===== config.mk =====
export PLATFORM = sky130hd
export DESIGN_NAME = sw_pad_io_bridge_flat
export DESIGN_NICKNAME = d
export VERILOG_FILES = /design/src/rtl/sw_pad_io_bridge_pkg.sv /design/src/rtl/sw_pad_io_bridge_if.sv /design/src/rtl/sw_pad_io_bridge_serializer.sv /design/src/rtl/sw_pad_io_bridge.sv /design/src/flat_wrapper.sv
export SDC_FILE = /design/constraint.sdc
export NUM_CORES = 1
export LEC_CHECK = 0
export BUFFER_PORTS_ARGS = -buffer_cell sky130_fd_sc_hd__buf_2
export CAP_MARGIN = 20
export CORE_ASPECT_RATIO = 1.1
export CORE_UTILIZATION = 35
export CTS_CLUSTER_SIZE = 12
export DETAILED_ROUTE_END_ITERATION = 6
export PLACE_DENSITY = 0.65
export SYNTH_ARGS = -nofsm -noshare
export SYNTH_HDL_FRONTEND = slang
export SYNTH_HIERARCHICAL = 1
export SYNTH_SLANG_ARGS = --single-unit

===== constraint.sdc =====
create_clock -name clk -period 2.2 [get_ports clk]
set_input_delay 0.44 -clock clk [delete_from_list [all_inputs] [get_ports clk]]
set_output_delay 0.44 -clock clk [all_outputs]
set_load 0.05 [all_outputs]

===== src/rtl/sw_pad_io_bridge_pkg.sv =====
// Shared types and elaboration helpers for the Smith-Waterman pad I/O bridge.
// Holds the bridge state encoding, beat-count derivations and a parity helper.
package sw_io_pkg;

  typedef enum logic [1:0] {
    LOAD  = 2'd0,
    ARMED = 2'd1,
    RUN   = 2'd2,
    DRAIN = 2'd3
  } state_t;

  // Input beats needed to assemble one full sequence.
  function automatic int calc_beats(input int seq_len, input int base_w, input int in_w);
    return (seq_len * base_w) / in_w;
  endfunction

  // Output chunks needed to carry one score, rounding up.
  function automatic int calc_out_beats(input int score_w, input int out_w);
    return (score_w + out_w - 1) / out_w;
  endfunction

  // Counter width able to index n items; never narrower than one bit.
  function automatic int cnt_w(input int n);
    return (n > 1) ? $clog2(n) : 1;
  endfunction

  // Even parity of a zero-padded vector; padding does not change the result.
  function automatic logic even_parity(input logic [255:0] v);
    return ^v;
  endfunction

endpackage


===== src/rtl/sw_pad_io_bridge_if.sv =====
// Pad/core signal bundle for sw_pad_io_bridge.
// master = pad ring and core side, slave = the bridge itself.
interface sw_pad_io_bridge_if #(
  parameter int IN_W    = 8,
  parameter int BASE_W  = 2,
  parameter int SEQ_LEN = 16,
  parameter int SCORE_W = 7,
  parameter int OUT_W   = 4
);

  logic                        pad_valid;
  logic [IN_W-1:0]             pad_query;
  logic [IN_W-1:0]             pad_db;
  logic                        pad_parity;
  logic                        pad_busy;
  logic [SEQ_LEN*BASE_W-1:0]   core_query;
  logic [SEQ_LEN*BASE_W-1:0]   core_db;
  logic                        core_ready;
  logic                        core_start;
  logic                        core_score_valid;
  logic [SCORE_W-1:0]          core_score;
  logic                        pad_out_valid;
  logic [OUT_W-1:0]            pad_out_data;
  logic                        pad_out_last;
  logic                        err_clr;
  logic                        err_overrun;
  logic                        err_parity;

  modport master (
    output pad_valid, pad_query, pad_db, pad_parity,
    output core_ready, core_score_valid, core_score, err_clr,
    input  pad_busy, core_query, core_db, core_start,
    input  pad_out_valid, pad_out_data, pad_out_last,
    input  err_overrun, err_parity
  );

  modport slave (
    input  pad_valid, pad_query, pad_db, pad_parity,
    input  core_ready, core_score_valid, core_score, err_clr,
    output pad_busy, core_query, core_db, core_start,
    output pad_out_valid, pad_out_data, pad_out_last,
    output err_overrun, err_parity
  );

endinterface


===== src/rtl/sw_pad_io_bridge_serializer.sv =====
// sw_score_serializer: shifts a captured score out MSB chunk first, one chunk per cycle,
// with registered valid/last strobes. Loading happens on the capture pulse.
module sw_score_serializer
  import sw_io_pkg::*;
#(
  parameter int SCORE_W = 7,
  parameter int OUT_W   = 4
) (
  input  logic               clk,
  input  logic               rst,
  input  logic               i_capture,
  input  logic [SCORE_W-1:0] i_score,
  output logic               o_valid,
  output logic [OUT_W-1:0]   o_data,
  output logic               o_last
);

  localparam int OUT_BEATS = calc_out_beats(SCORE_W, OUT_W);
  localparam int SH_W      = OUT_BEATS * OUT_W;
  localparam int CW        = cnt_w(OUT_BEATS);

  logic [SH_W-1:0]  w_ext;
  logic [SH_W-1:0]  r_shift;
  logic [SH_W-1:0]  w_shift_nxt;
  logic [CW-1:0]    r_cnt;
  logic [CW-1:0]    w_cnt_nxt;
  logic             r_valid;
  logic             w_valid_nxt;
  logic [OUT_W-1:0] r_data;
  logic [OUT_W-1:0] w_data_nxt;
  logic             r_last;
  logic             w_last_nxt;

  assign w_ext = SH_W'(i_score);

  // Next chunk selection: load on capture, advance while valid, idle to zero after last.
  always_comb begin
    w_shift_nxt = r_shift;
    w_cnt_nxt   = r_cnt;
    w_valid_nxt = r_valid;
    w_data_nxt  = r_data;
    w_last_nxt  = r_last;
    if (i_capture) begin
      w_data_nxt  = w_ext[SH_W-1 -: OUT_W];
      w_shift_nxt = w_ext << OUT_W;
      w_cnt_nxt   = {CW{1'b0}};
      w_valid_nxt = 1'b1;
      w_last_nxt  = (OUT_BEATS == 1);
    end else if (r_valid && r_last) begin
      w_data_nxt  = {OUT_W{1'b0}};
      w_shift_nxt = {SH_W{1'b0}};
      w_cnt_nxt   = {CW{1'b0}};
      w_valid_nxt = 1'b0;
      w_last_nxt  = 1'b0;
    end else if (r_valid) begin
      w_data_nxt  = r_shift[SH_W-1 -: OUT_W];
      w_shift_nxt = r_shift << OUT_W;
      w_cnt_nxt   = r_cnt + CW'(1);
      w_last_nxt  = ((r_cnt + CW'(1)) == CW'(OUT_BEATS - 1));
    end else begin
      w_valid_nxt = 1'b0;
    end
  end

  // Serializer state registers.
  always_ff @(posedge clk or posedge rst) begin
    if (rst) begin
      r_shift <= {SH_W{1'b0}};
      r_cnt   <= {CW{1'b0}};
      r_valid <= 1'b0;
      r_data  <= {OUT_W{1'b0}};
      r_last  <= 1'b0;
    end else begin
      r_shift <= w_shift_nxt;
      r_cnt   <= w_cnt_nxt;
      r_valid <= w_valid_nxt;
      r_data  <= w_data_nxt;
      r_last  <= w_last_nxt;
    end
  end

  assign o_valid = r_valid;
  assign o_data  = r_data;
  assign o_last  = r_last;

endmodule


===== src/rtl/sw_pad_io_bridge.sv =====
// sw_pad_io_bridge: assembles pad beats into core sequences, launches the core and
// serialises the score back to the pads. Optional beat parity check: SW_IO_PARITY_EN.
module sw_pad_io_bridge
  import sw_io_pkg::*;
#(
  parameter int IN_W    = 8,
  parameter int BASE_W  = 2,
  parameter int SEQ_LEN = 16,
  parameter int SCORE_W = 7,
  parameter int OUT_W   = 4
) (
  input logic               clk,
  input logic               rst,
  sw_pad_io_bridge_if.slave bus
);

  localparam int VEC_W = SEQ_LEN * BASE_W;
  localparam int BEATS = calc_beats(SEQ_LEN, BASE_W, IN_W);
  localparam int BCW   = cnt_w(BEATS);

  state_t           r_state;
  state_t           w_state_nxt;
  logic [BCW-1:0]   r_beat;
  logic [BCW-1:0]   w_beat_nxt;
  logic [VEC_W-1:0] r_query;
  logic [VEC_W-1:0] w_query_nxt;
  logic [VEC_W-1:0] r_db;
  logic [VEC_W-1:0] w_db_nxt;
  logic             r_start;
  logic             w_start_nxt;
  logic             r_busy;
  logic             w_busy_nxt;
  logic             r_err_ovr;
  logic             w_err_ovr_nxt;
  logic             r_err_par;
  logic             w_err_par_nxt;
  logic             w_capture;
  logic             w_par_bad;
  logic             w_par_set;
  logic             w_ovr_set;
  logic             w_out_valid;
  logic [OUT_W-1:0] w_out_data;
  logic             w_out_last;

`ifdef SW_IO_PARITY_EN
  assign w_par_bad = (bus.pad_parity != even_parity(256'({bus.pad_query, bus.pad_db})));
`else
  assign w_par_bad = 1'b0;
`endif

  // Main FSM next-state and registered-output next values.
  always_comb begin
    w_state_nxt = r_state;
    w_beat_nxt  = r_beat;
    w_query_nxt = r_query;
    w_db_nxt    = r_db;
    w_start_nxt = 1'b0;
    w_busy_nxt  = r_busy;
    w_capture   = 1'b0;
    w_par_set   = 1'b0;
    case (r_state)
      LOAD: begin
        w_busy_nxt = 1'b0;
        if (bus.pad_valid && w_par_bad) begin
          // A corrupt beat invalidates the whole partial sequence.
          w_beat_nxt = {BCW{1'b0}};
          w_par_set  = 1'b1;
        end else if (bus.pad_valid) begin
          w_query_nxt = (r_query << IN_W) | VEC_W'(bus.pad_query);
          w_db_nxt    = (r_db << IN_W) | VEC_W'(bus.pad_db);
          if (r_beat == BCW'(BEATS - 1)) begin
            w_beat_nxt  = {BCW{1'b0}};
            w_state_nxt = ARMED;
            w_busy_nxt  = 1'b1;
          end else begin
            w_beat_nxt = r_beat + BCW'(1);
          end
        end else begin
          w_beat_nxt = r_beat;
        end
      end
      ARMED: begin
        w_busy_nxt = 1'b1;
        if (bus.core_ready) begin
          w_start_nxt = 1'b1;
          w_state_nxt = RUN;
        end else begin
          w_state_nxt = ARMED;
        end
      end
      RUN: begin
        if (bus.core_score_valid) begin
          w_capture   = 1'b1;
          w_state_nxt = DRAIN;
        end else begin
          w_state_nxt = RUN;
        end
      end
      DRAIN: begin
        // The serializer's last flag marks the final chunk on the pads this cycle.
        if (w_out_last) begin
          w_state_nxt = LOAD;
          w_busy_nxt  = 1'b0;
        end else begin
          w_state_nxt = DRAIN;
        end
      end
      default: begin
        w_state_nxt = LOAD;
        w_beat_nxt  = {BCW{1'b0}};
        w_busy_nxt  = 1'b0;
      end
    endcase
  end

  // Sticky error flags: a new event beats a simultaneous clear.
  always_comb begin
    w_ovr_set = bus.pad_valid && (r_state != LOAD);
    if (w_ovr_set) begin
      w_err_ovr_nxt = 1'b1;
    end else if (bus.err_clr) begin
      w_err_ovr_nxt = 1'b0;
    end else begin
      w_err_ovr_nxt = r_err_ovr;
    end
    if (w_par_set) begin
      w_err_par_nxt = 1'b1;
    end else if (bus.err_clr) begin
      w_err_par_nxt = 1'b0;
    end else begin
      w_err_par_nxt = r_err_par;
    end
  end

  // Main state, vectors, strobes and error registers.
  always_ff @(posedge clk or posedge rst) begin
    if (rst) begin
      r_state   <= LOAD;
      r_beat    <= {BCW{1'b0}};
      r_query   <= {VEC_W{1'b0}};
      r_db      <= {VEC_W{1'b0}};
      r_start   <= 1'b0;
      r_busy    <= 1'b0;
      r_err_ovr <= 1'b0;
      r_err_par <= 1'b0;
    end else begin
      r_state   <= w_state_nxt;
      r_beat    <= w_beat_nxt;
      r_query   <= w_query_nxt;
      r_db      <= w_db_nxt;
      r_start   <= w_start_nxt;
      r_busy    <= w_busy_nxt;
      r_err_ovr <= w_err_ovr_nxt;
      r_err_par <= w_err_par_nxt;
    end
  end

  sw_score_serializer #(
    .SCORE_W (SCORE_W),
    .OUT_W   (OUT_W)
  ) u_ser (
    .clk       (clk),
    .rst       (rst),
    .i_capture (w_capture),
    .i_score   (bus.core_score),
    .o_valid   (w_out_valid),
    .o_data    (w_out_data),
    .o_last    (w_out_last)
  );

  assign bus.pad_busy      = r_busy;
  assign bus.core_query    = r_query;
  assign bus.core_db       = r_db;
  assign bus.core_start    = r_start;
  assign bus.pad_out_valid = w_out_valid;
  assign bus.pad_out_data  = w_out_data;
  assign bus.pad_out_last  = w_out_last;
  assign bus.err_overrun   = r_err_ovr;
  assign bus.err_parity    = r_err_par;

endmodule


===== src/flat_wrapper.sv =====
// flat-port wrapper written by rule: the top's interface ports become plain ports
module sw_pad_io_bridge_flat import sw_io_pkg::*;
#(
  parameter int IN_W    = 8,
  parameter int BASE_W  = 2,
  parameter int SEQ_LEN = 16,
  parameter int SCORE_W = 7,
  parameter int OUT_W   = 4
)
  (clk, rst, bus_pad_valid, bus_pad_query, bus_pad_db, bus_pad_parity, bus_core_ready, bus_core_score_valid, bus_core_score, bus_err_clr, bus_pad_busy, bus_core_query, bus_core_db, bus_core_start, bus_pad_out_valid, bus_pad_out_data, bus_pad_out_last, bus_err_overrun, bus_err_parity);
  sw_pad_io_bridge_if #(.IN_W(IN_W), .BASE_W(BASE_W), .SEQ_LEN(SEQ_LEN), .SCORE_W(SCORE_W), .OUT_W(OUT_W)) bus_i ();
  input logic clk;
  input logic rst;
  input wire logic [$bits(bus_i.pad_valid)-1:0] bus_pad_valid;
  input wire logic [$bits(bus_i.pad_query)-1:0] bus_pad_query;
  input wire logic [$bits(bus_i.pad_db)-1:0] bus_pad_db;
  input wire logic [$bits(bus_i.pad_parity)-1:0] bus_pad_parity;
  input wire logic [$bits(bus_i.core_ready)-1:0] bus_core_ready;
  input wire logic [$bits(bus_i.core_score_valid)-1:0] bus_core_score_valid;
  input wire logic [$bits(bus_i.core_score)-1:0] bus_core_score;
  input wire logic [$bits(bus_i.err_clr)-1:0] bus_err_clr;
  output wire logic [$bits(bus_i.pad_busy)-1:0] bus_pad_busy;
  output wire logic [$bits(bus_i.core_query)-1:0] bus_core_query;
  output wire logic [$bits(bus_i.core_db)-1:0] bus_core_db;
  output wire logic [$bits(bus_i.core_start)-1:0] bus_core_start;
  output wire logic [$bits(bus_i.pad_out_valid)-1:0] bus_pad_out_valid;
  output wire logic [$bits(bus_i.pad_out_data)-1:0] bus_pad_out_data;
  output wire logic [$bits(bus_i.pad_out_last)-1:0] bus_pad_out_last;
  output wire logic [$bits(bus_i.err_overrun)-1:0] bus_err_overrun;
  output wire logic [$bits(bus_i.err_parity)-1:0] bus_err_parity;
  assign bus_i.pad_valid = bus_pad_valid;
  assign bus_i.pad_query = bus_pad_query;
  assign bus_i.pad_db = bus_pad_db;
  assign bus_i.pad_parity = bus_pad_parity;
  assign bus_i.core_ready = bus_core_ready;
  assign bus_i.core_score_valid = bus_core_score_valid;
  assign bus_i.core_score = bus_core_score;
  assign bus_i.err_clr = bus_err_clr;
  assign bus_pad_busy = bus_i.pad_busy;
  assign bus_core_query = bus_i.core_query;
  assign bus_core_db = bus_i.core_db;
  assign bus_core_start = bus_i.core_start;
  assign bus_pad_out_valid = bus_i.pad_out_valid;
  assign bus_pad_out_data = bus_i.pad_out_data;
  assign bus_pad_out_last = bus_i.pad_out_last;
  assign bus_err_overrun = bus_i.err_overrun;
  assign bus_err_parity = bus_i.err_parity;
  sw_pad_io_bridge #(.IN_W(IN_W), .BASE_W(BASE_W), .SEQ_LEN(SEQ_LEN), .SCORE_W(SCORE_W), .OUT_W(OUT_W)) u_core (.clk(clk), .rst(rst), .bus(bus_i));
endmodule

Word level (Yosys, flattened, before mapping)
Cells that the tools add are included.
Widths: inputs -> output; s select.
{"block": "word_totals", "elab_cells": 61, "reg_bits": 85, "out_inout_bits": 74, "ram_bits": 0, "latch_bits": 0, "n_memories": 0, "rom_bits": 0}
{"block": "classes", "bitwise": 2, "div_mod_pow": 0, "n_reduce_logical": 10, "eq_ne": 7, "n_addsub": 2, "order_cmp": 0, "muxes": 29, "multipliers": 0, "n_shift": 0}
{"operator": "$or 32x8->32", "count": 2}
{"operator": "$mux 8", "count": 3}
{"operator": "$mux 1", "count": 16}
{"operator": "$mux 4", "count": 3}
{"operator": "$mux 2", "count": 5}
{"operator": "$pmux 2 s4", "count": 1}
{"operator": "$eq 2x2->1 const B", "count": 3}
{"operator": "$reduce_and 2->1", "count": 3}
{"operator": "$reduce_bool 3->1", "count": 2}
{"operator": "$ne 2x2->1 const B", "count": 2}
{"operator": "$reduce_bool 2->1", "count": 2}
{"operator": "$pmux 1 s3", "count": 1}
{"operator": "$add 2x1->2 const B", "count": 1}
{"operator": "$eq 2x1->1 const B", "count": 1}
{"operator": "$logic_and 1x1->1", "count": 2}
{"operator": "$logic_not 2->1", "count": 1}
{"operator": "$ne 2x1->1 const B", "count": 1}
{"operator": "$add 1x1->1 const B", "count": 1}

Depth between registers and ports, before layout
Gate-level depths: netlist of run 1.
{"block": "logic_depth", "ltp_word": 4, "depth_mapped": 6, "mapped_depth_nobuf": 4}

Cells and area by module
Netlist of run 1, hierarchy kept.
{"mod": "sw_pad_io_bridge", "seq_area_each_um2": 1776.7, "cells_each": 168, "n_inst": 1, "area_per_inst_um2": 2767.7}
{"mod": "sw_score_serializer", "seq_area_each_um2": 250.2, "cells_each": 44, "n_inst": 1, "area_per_inst_um2": 452.9}

Least setup slack after synthesis of run 1
Ideal clock, no wire load.
{"block": "synth_timing", "path_kind": "register to register", "startpoint": "register u_core.r_state[0]", "endpoint": "register u_core.r_db[10] (netlist: u_core/bus.core_db[10])", "stages_incl_launch_ff": 6, "arrival_time_ps": 1345, "required_time_ps": 2072, "setup_slack_ps": 728, "synth_period_minus_slack_ps": 1472, "cell_sequence": "dfrtp_1 > buf_4 > nor3b_4 > buf_6 > buf_8 > mux2_1"}
{"block": "synth_between", "elab_chain_len": 2}
{"element": "start: declaration", "line": "sw_pad_io_bridge.sv:21", "source": "state_t r_state;"}
{"element": "start signal: assignment", "line": "sw_pad_io_bridge.sv:147", "source": "r_state <= w_state_nxt;"}
{"element": "$logic_not 2->1", "line": "sw_pad_io_bridge.sv:61", "source": "case (r_state)"}
{"element": "$reduce_and 2->1 (no line)"}
{"element": "end signal: assignment", "line": "sw_pad_io_bridge.sv:141", "source": "r_db <= {VEC_W{1'b0}};"}
{"element": "end signal: assignment", "line": "sw_pad_io_bridge.sv:150", "source": "r_db <= w_db_nxt;"}
{"element": "end: declaration", "line": "sw_pad_io_bridge.sv:27", "source": "logic [VEC_W-1:0] r_db;"}
Every way passes these cells.
A chain may end at the register's enable or synchronous reset.

Final worst setup path of run 1
{"block": "layout_timing", "startpoint": "register u_core.r_state[0]", "endpoint": "register u_core.r_query[4] (netlist: u_core/bus.core_query[4])"}
{"block": "layout_between", "elab_chain_len": 2}
{"element": "$logic_not 2->1", "line": "sw_pad_io_bridge.sv:61"}
{"element": "$reduce_and 2->1 (no line)"}
{"element": "end signal: assignment", "line": "sw_pad_io_bridge.sv:140", "source": "r_query <= {VEC_W{1'b0}};"}
{"element": "end signal: assignment", "line": "sw_pad_io_bridge.sv:149", "source": "r_query <= w_query_nxt;"}
{"element": "end: declaration", "line": "sw_pad_io_bridge.sv:25", "source": "logic [VEC_W-1:0] r_query;"}
Every way passes these cells.

==> results of run 1 <==
state kept, by name (all words and copies together) (netlist names):
name and count:
u_core/bus.core_query 32, u_core/bus.pad_busy 1, u_core/bus.core_db 32, u_core/u_ser/o_last 1
u_core/r_beat 2, u_core/bus.err_overrun 1, u_core/u_ser/o_data 4, u_core/u_ser/r_shift 4
u_core/u_ser/o_valid 1, u_core/r_state 2, u_core/bus.core_start 1
layout by cell type, fill, tap and decap left out, types with 4 or more instances in the layout:
cell / count
clkbuf_8: 9
nand2b_1: 7
nand3b_1: 4
nand2_1: 5
buf_2: 101
o21ai_0: 6
mux2_2: 26
dfrtp_1: 81
mux2_1: 40
nor2_1: 5
inv_1: 6
a31oi_1: 4
final cells by class:
class / count / area, sq um / share of cell area
Inverter: 7 / 30.0 / 0.00750
Timing Repair Buffer: 105 / 561 / 0.140
Clock buffer: 9 / 124 / 0.0309
Sequential cell: 81 / 2030 / 0.506
Multi-Input combinational cell: 112 / 1040 / 0.260
Tap cell: 114 / 143 / 0.0356
Clock inverter: 7 / 76.3 / 0.0191
worst reg2reg max path: stages (launching register included):
cell,delay (ns)
dfrtp_1,0.51
nor3b_4,0.28
buf_12,0.33
mux2_2,0.44
cell families after synthesis:
group                    count (synthesis)  share of synthesized area
AND/OR/NAND/NOR                         26                     0.0482
AO/OA/AOI/OAI                           16                     0.0299
multiplexers                            67                      0.238
other                                    1                    0.00116
buffers and inverters                   19                     0.0470
flip-flops                              81                      0.629
XOR/XNOR                                 1                    0.00272
adder cells (fa/ha/maj)                  1                    0.00388
per-layer routing:
layer | wire length [microns] | GRT usage | up-vias
met5 | 0 | 0 | -
met4 | 122 | 0.0746 | 0
met3 | 339 | 0.0339 | 11
met2 | 2600 | 0.202 | 75
met1 | 2640 | 0.158 | 1019
li1 | - | - | 943
per-stage QoR:
step	hold WS, ns	worst slack (ns)
after CTS	0.0812	0.523
after global routing	0.0852	0.454
after detailed placement	0.471	0.539
final	0.0899	0.533
after floorplan	0.280	0.728
after global placement	0.463	0.561
final timing paths:
check,startpoint,end,cells after the start
worst max-delay path,u_core/r_state[0]$_DFFE_PP0P_,u_core/bus.core_query[4]$_DFFE_PP0P_,3
min in group clk,bus_err_clr,u_core/bus.err_overrun$_DFFE_PP0P_,2
worst max register to register,u_core/r_state[0]$_DFFE_PP0P_,u_core/bus.core_query[4]$_DFFE_PP0P_,3
max in group asynchronous,rst,u_core/bus.core_query[4]$_DFFE_PP0P_,3
worst min register to register,u_core/bus.core_query[26]$_DFFE_PP0P_,u_core/bus.core_query[26]$_DFFE_PP0P_,1
worst min-delay path,rst,u_core/u_ser/r_shift[7]$_DFFE_PP0P_,2
==> metrics.txt, run 1 <==
status completed; Top FF cell, synth dfrtp_1; gr usage total 0.127; Worst Path Required 2.42 ns; CP Class register to register; FP Rows 36; gate count after technology mapping 212; skew final 0.0107 ns; Final nets 347; DR vias 2048; mapped cell area 3220 sq um; CTS Buf Count 9; Routed Wire Length 5.70 mm; vias in the first global route 2000; Residual DRC 0; Finished Layout Cells 435; CP Cell Sequence nor3b_4, buf_12, mux2_2; fraction of layout cells with a size suffix above 1 0.470; synth cell count leaders 81 x dfrtp_1, 40 x mux2_1, 26 x mux2_2; antenna violations before repair 0; Synth warnings 6; post-synthesis async set-or-reset flop share 1.00; fill count 855; synth-to-layout area growth 24.3%; Ports 104; crit-path max FO 66; post-synth cell types 25; synth top area cells dfrtp_1 63%, mux2_1 14%, mux2_2 9.1%; clk buf depth 2; later-pin clock latency in the skew report 0.35 ns; Die Wd 93.5 microns; Critical Path Source Type register; post-CTS setup buffers 0; CP top delay family flip-flops; RSZ-0062 raised after global routing false; Final min period 1.67 ns; FF+latch count, synth 81; fin area 4000 sq um; Final HPWL DP 3.88 mm; largest net degree at the start of global routing 67; most common cell in the synthesized netlist dfrtp_1; register area share after synthesis 0.629; Final Core Density 0.449; die area 9590 sq um; area of the core 8920 sq um; area share of the largest cell type after synthesis 0.629; EDFF count, synth 0; H-tree lvl count 3; syn_area_per_cell 15.2 sq um; leading area contributor after synthesis dfrtp_1; cts repair resizes 0; Die Y 103 microns; DRT Pass-1 Iters 4; CP max-delay cell dfrtp_1; Worst Hold Class input pin to asynchronous set/reset pin; ANT nets after route 0; grt total ovfl 0; CTS hold repair buffers 0; Placed Cells 419; Sink Count 81; CP Data Arrival Time 1.89 ns; final setup TNS 0 ns; Setup crit end kind register; fin crit share 0.758; clock transition at the registers of the reported paths 0.09 ns; # setup viols final 0; buffers added on ports 101; DRT iter0 DRCs 46; Hold Vio Cnt, Final 0; fin. max-slew vios 0; maxcap violations 0; max incr delay on CP 0.51 ns; worst path bufs/invs 1; final weighted congestion in routability-driven placement 0.694; routed vias/inst 4.71; root buffer cell clkbuf_8; Post-DP Area 3800 sq um; f_max 0.600 GHz; Initial Utilization 0.361; diode count 0; R2R Setup Slk 0.53 ns; first-pass GRT wire length 9.38 mm; WL/cell 13.1 microns; CTS tree done; syn nets 243
Power of run 1 is left out: the tool's default activity adds up to more than one toggle a clock period on the data nets, which glitch-free logic cannot reach.
==> run 2: changes to the inputs <==
- clock period: 2.2 -> 1.4 ns (I/O delays scaled with it)
==> run 2 against run 1 <==
The run now ends with negative setup slack left. Register-to-register slack worse by 0.59 ns. Flip-flop and latch count is the same. First-iteration DRC count decreased by 8.7%. Wire length is 14% higher. Sequential share of layout area fell by 4.1 points. Global-route usage rose by 1.2 points. Final cell count up 3.4%. Non-clock buffer count rose by 15. Core utilization is 4.0 points higher. Worst setup slack worse by 0.59 ns.
==> metrics.txt, run 2 (same netlist as run 1, synthesis figures left out) <==
status finished, violations left; failing checks negative setup slack; Initial Utilization 0.361; routed vias/inst 4.68; Final nets 362; Critical Path Source Type register; clk buf depth 2; antenna violations before repair 0; Residual DRC 0; first-pass GRT wire length 9.99 mm; die area 9590 sq um; max incr delay on CP 0.41 ns; Die Y 103 microns; Worst Hold Class input pin to register; CP top delay family flip-flops; vias in the first global route 2073; fin crit share 1.04; worst path bufs/invs 2; ANT nets after route 0; final weighted congestion in routability-driven placement 0.716; clock transition at the registers of the reported paths 0.08 ns; Hold Vio Cnt, Final 0; area of the core 8920 sq um; DRT iter0 DRCs 42; maxcap violations 0; diode count 0; fill count 813; root buffer cell clkbuf_8; fin. max-slew vios 0; FP Rows 36; fin area 4360 sq um; WL/cell 14.4 microns; skew final 0.00755 ns; Worst Path Required 1.63 ns; later-pin clock latency in the skew report 0.35 ns; Die Wd 93.5 microns; H-tree lvl count 3; # setup viols final 63; CTS Buf Count 9; Ports 104; buffers added on ports 101; DRT Pass-1 Iters 4; Final HPWL DP 3.95 mm; met3 usage 0.0332; CP Cell Sequence nor3b_4, buf_6, clkbuf_16, mux2_1; CP Class register to register; CP max-delay cell dfrtp_1; RSZ-0062 raised after global routing true; grt total ovfl 0; CP Data Arrival Time 1.69 ns; worst setup margin -0.0576 ns; commonest non-fill, non-tap cell in the layout buf_2; Setup crit end kind register; met2 global-route usage 0.219; Top Usage Layer GRT met2; crit-path max FO 10; most frequent cells in the layout 99 x buf_2, 81 x dfrtp_1, 37 x mux2_4, 26 x mux2_1; largest net degree at the start of global routing 41; gr usage total 0.139; DR vias 2105; Routed Wire Length 6.48 mm; fraction of layout cells with a size suffix above 1 0.533; Sink Count 81; synth-to-layout area growth 35.2%; Final min period 1.46 ns; M1 GR Usage 0.173; f_max 0.686 GHz; CTS tree done; Post-DP Area 3870 sq um
## run 2: cell types whose count changed in the layout (fill, tap and decap cells not counted), sizes merged
| cell | previous run | this run |
|---|---|---|
| clkinv | 1 | 2 |
| dlygate4sd3 | 0 | 1 |
| buf | 105 | 116 |
| clkbuf | 9 | 14 |
| inv | 9 | 6 |
## run 2: final timing paths
| kind | start | endpoint | slack, ns | cells past startpoint |
|---|---|---|---|---|
| worst max-delay path | u_core/r_state[0]$_DFFE_PP0P_ | u_core/bus.core_db[12]$_DFFE_PP0P_ | -0.06 | 4 |
| worst min-delay path | bus_err_clr | u_core/bus.err_overrun$_DFFE_PP0P_ | 0.13 | 2 |
| worst max register to register | u_core/r_state[0]$_DFFE_PP0P_ | u_core/bus.core_db[12]$_DFFE_PP0P_ | -0.06 | 4 |
| worst min register to register | u_core/bus.core_db[24]$_DFFE_PP0P_ | u_core/bus.core_db[24]$_DFFE_PP0P_ | 0.48 | 1 |
| max in group asynchronous | rst | u_core/bus.core_query[18]$_DFFE_PP0P_ | 0.46 | 4 |
| min in group asynchronous | rst | u_core/u_ser/r_shift[6]$_DFFE_PP0P_ | 0.48 | 3 |
## run 2: through the flow
| step | setup slack, ns | TNS [ns] | instances | hold WS [ns] | util |
|---|---|---|---|---|---|
| 2_1_floorplan | -0.0546 | -2.18 | 212 | 0.120 | - |
| 5_1_grt | -0.123 | -5.98 | 450 | 0.124 | 0.488 |
| 6_report | -0.0576 | -1.75 | 450 | 0.128 | 0.488 |
| 3_3_place_gp | -0.0624 | -2.14 | 426 | 0.306 | 0.434 |
| 3_5_place_dp | -0.0848 | -3.43 | 426 | 0.307 | 0.434 |
| 4_1_cts | -0.0762 | -3.01 | 447 | 0.114 | 0.474 |
## run 2: per-layer routing
metal | vias up | share of wire
li1 | 969 | -
met4 | 0 | 0.022
met3 | 10 | 0.061
met5 | - | 0
met2 | 81 | 0.45
met1 | 1045 | 0.46
## run 2: what timing repair did
action / CTS / global route
endpoints found under the setup margin: 67 / 67
pin swaps: 1 / 0
gates resized for setup: 25 / 19
setup buffers: 2 / 1
cloned: 2 / 2
hold buffers: 1 / 0
hold endpoints to repair: 50 / 0
## run 2: final cells by class
class / count / area [sq um] / area share
multi-input combinational: 112 / 1180 / 0.272
clock inverter: 5 / 55.1 / 0.0126
sequential: 81 / 2030 / 0.465
tap: 114 / 143 / 0.0327
timing repair buffer: 120 / 776 / 0.178
clock buffer: 11 / 141 / 0.0325
inverter: 7 / 30.0 / 0.00689
Power of run 2 is left out for the same reason.
==> run 3: changes to the inputs <==
--- a/config.mk
+++ b/config.mk
@@ -12,4 +12,5 @@
 export CTS_CLUSTER_SIZE = 12
 export DETAILED_ROUTE_END_ITERATION = 6
+export HOLD_SLACK_MARGIN = 0.05
 export PLACE_DENSITY = 0.65
 export SYNTH_ARGS = -nofsm -noshare
==> constraint.sdc (replaced) <==
create_clock -name clk -period 1.4 [get_ports clk]
set_input_delay 0.07 -clock clk [delete_from_list [all_inputs] [get_ports clk]]
set_output_delay 0.07 -clock clk [all_outputs]
set_load 0.05 [all_outputs]
==> run 3 against run 2 <==
The run still ends with negative setup slack left. Flip-flop and latch count unchanged. Global-route usage down 0.94 points. Clock skew up 0.0013 ns. First-iteration DRC count down 38%. Wire length up 0.52%. Core utilization up 1.9 points. Die area unchanged. Sequential share of layout area down 1.7 points. Count of clock-buffer cells in the layout unchanged. Critical endpoint is now u_core/bus.core_db[0]$_DFFE_PP0P_. Largest cell class unchanged. Highest routed layer unchanged.
==> metrics.txt, run 3 (same netlist as run 1, synthesis figures left out) <==
final weighted congestion in routability-driven placement 0.661; ANT nets after route 0; multi-input combinational cell area 1130 sq um; CP Class register to register; gr usage total 0.130; commonest non-fill, non-tap cell in the layout buf_2; grt total ovfl 0; Initial Utilization 0.361; DRT iter0 DRCs 26; H-tree lvl count 3; antenna violations before repair 0; later-pin clock latency in the skew report 0.34 ns; Setup crit end kind register; f_max 0.679 GHz; worst setup margin -0.0730 ns; clock transition at the registers of the reported paths 0.09 ns; skew final 0.00889 ns; DRT Pass-1 Iters 4; Storage cell area 2030 sq um; WL/cell 13.8 microns; Final nets 385; Sink Count 81; Final HPWL DP 3.87 mm; fraction of layout cells with a size suffix above 1 0.504; fin. max-slew vios 0; fin crit share 1.05; synth-to-layout area growth 40.6%; Routed Wire Length 6.52 mm; # setup viols final 37; Residual DRC 0; most frequent cells in the layout 101 x buf_2, 80 x dfrtp_1, 28 x dlygate4sd3_1, 23 x mux2_1, 22 x mux2_2; DR vias 2199; routed vias/inst 4.65; Final min period 1.47 ns; root buffer cell clkbuf_8; first-pass GRT wire length 9.54 mm; Ports 104; CTS tree done; dpl ws -0.0503 ns; CTS Buf Count 9; FP Rows 36; buffers added on ports 101; diode count 0; vias in the first global route 2069; Worst Hold Class input pin to register; die area 9590 sq um; largest net degree at the start of global routing 41; Die Y 103 microns; Hold Vio Cnt, Final 0; CP Data Arrival Time 1.70 ns; status finished, violations left; Critical Path Source Type register; Die Wd 93.5 microns; RSZ-0062 raised after global routing true; area of the core 8920 sq um; crit-path max FO 9; clk buf depth 2; fill count 788; maxcap violations 0; failing checks negative setup slack; Worst Path Required 1.63 ns
==> run 3: path summary, 6_finish.rpt <==
kind                                                        from                                     to  slack, ns  cells past startpoint
min                                                bus_pad_valid          u_core/r_state[0]$_DFFE_PP0P_       0.21                      3
min in group asynchronous                                    rst    u_core/u_ser/r_shift[6]$_DFFE_PP0P_       0.27                      3
min reg2reg                u_core/bus.core_query[30]$_DFFE_PP0P_  u_core/bus.core_query[30]$_DFFE_PP0P_       0.49                      1
max reg2reg                        u_core/r_state[0]$_DFFE_PP0P_      u_core/bus.core_db[0]$_DFFE_PP0P_      -0.07                      4
max                                u_core/r_state[0]$_DFFE_PP0P_      u_core/bus.core_db[0]$_DFFE_PP0P_      -0.07                      4
max in group asynchronous                                    rst     u_core/bus.core_db[17]$_DFFE_PP0P_       0.62                      4
==> run 3: routing by layer <==
layer	part of all wire	vias up	global-route usage	wire, microns
li1	-	1017	-	-
met4	0.018	0	0.0675	119
met5	0	-	0	0
met2	0.47	81	0.208	3040
met1	0.45	1089	0.160	2930
met3	0.065	12	0.0376	422
==> run 3: cell type report <==
class | count | area share
multi-input cells | 112 | 0.249
clock inverters | 5 | 0.0191
well taps | 114 | 0.0315
clock buffers | 11 | 0.0334
repair buffers | 143 | 0.213
inverters | 7 | 0.00663
flip-flops and latches | 81 | 0.448
==> run 3: repair_timing <==
item / CTS / global route
pin swaps: 0 / 1
buffers inserted: 0 / 2
endpoints found under the hold margin: 109 / 0
cloned: 0 / 3
endpoints found under the setup margin: 67 / 66
resized for setup: 2 / 24
hold buffers: 28 / 0
==> run 3: worst max-delay path, stage by stage (launching register included) <==
cell     delay, ns
dfrtp_1       0.41
nor3b_4       0.27
buf_6         0.18
buf_6         0.16
mux2_1        0.33
==> run 3: stage by stage <==
stage | instance area (sq um) | utilization | setup TNS [ns] | cells | hold WS, ns
6_report | 4530 | 0.508 | -2.04 | 473 | 0.205
3_3_place_gp | 3840 | 0.431 | -1.37 | 424 | 0.0980
4_1_cts | 4360 | 0.489 | -2.96 | 468 | 0.187
2_1_floorplan | 3230 | - | -2.18 | 212 | -0.0898
5_1_grt | 4530 | 0.508 | -4.44 | 473 | 0.198
3_5_place_dp | 3840 | 0.431 | -1.77 | 424 | 0.0969
Power of run 3 is left out for the same reason.
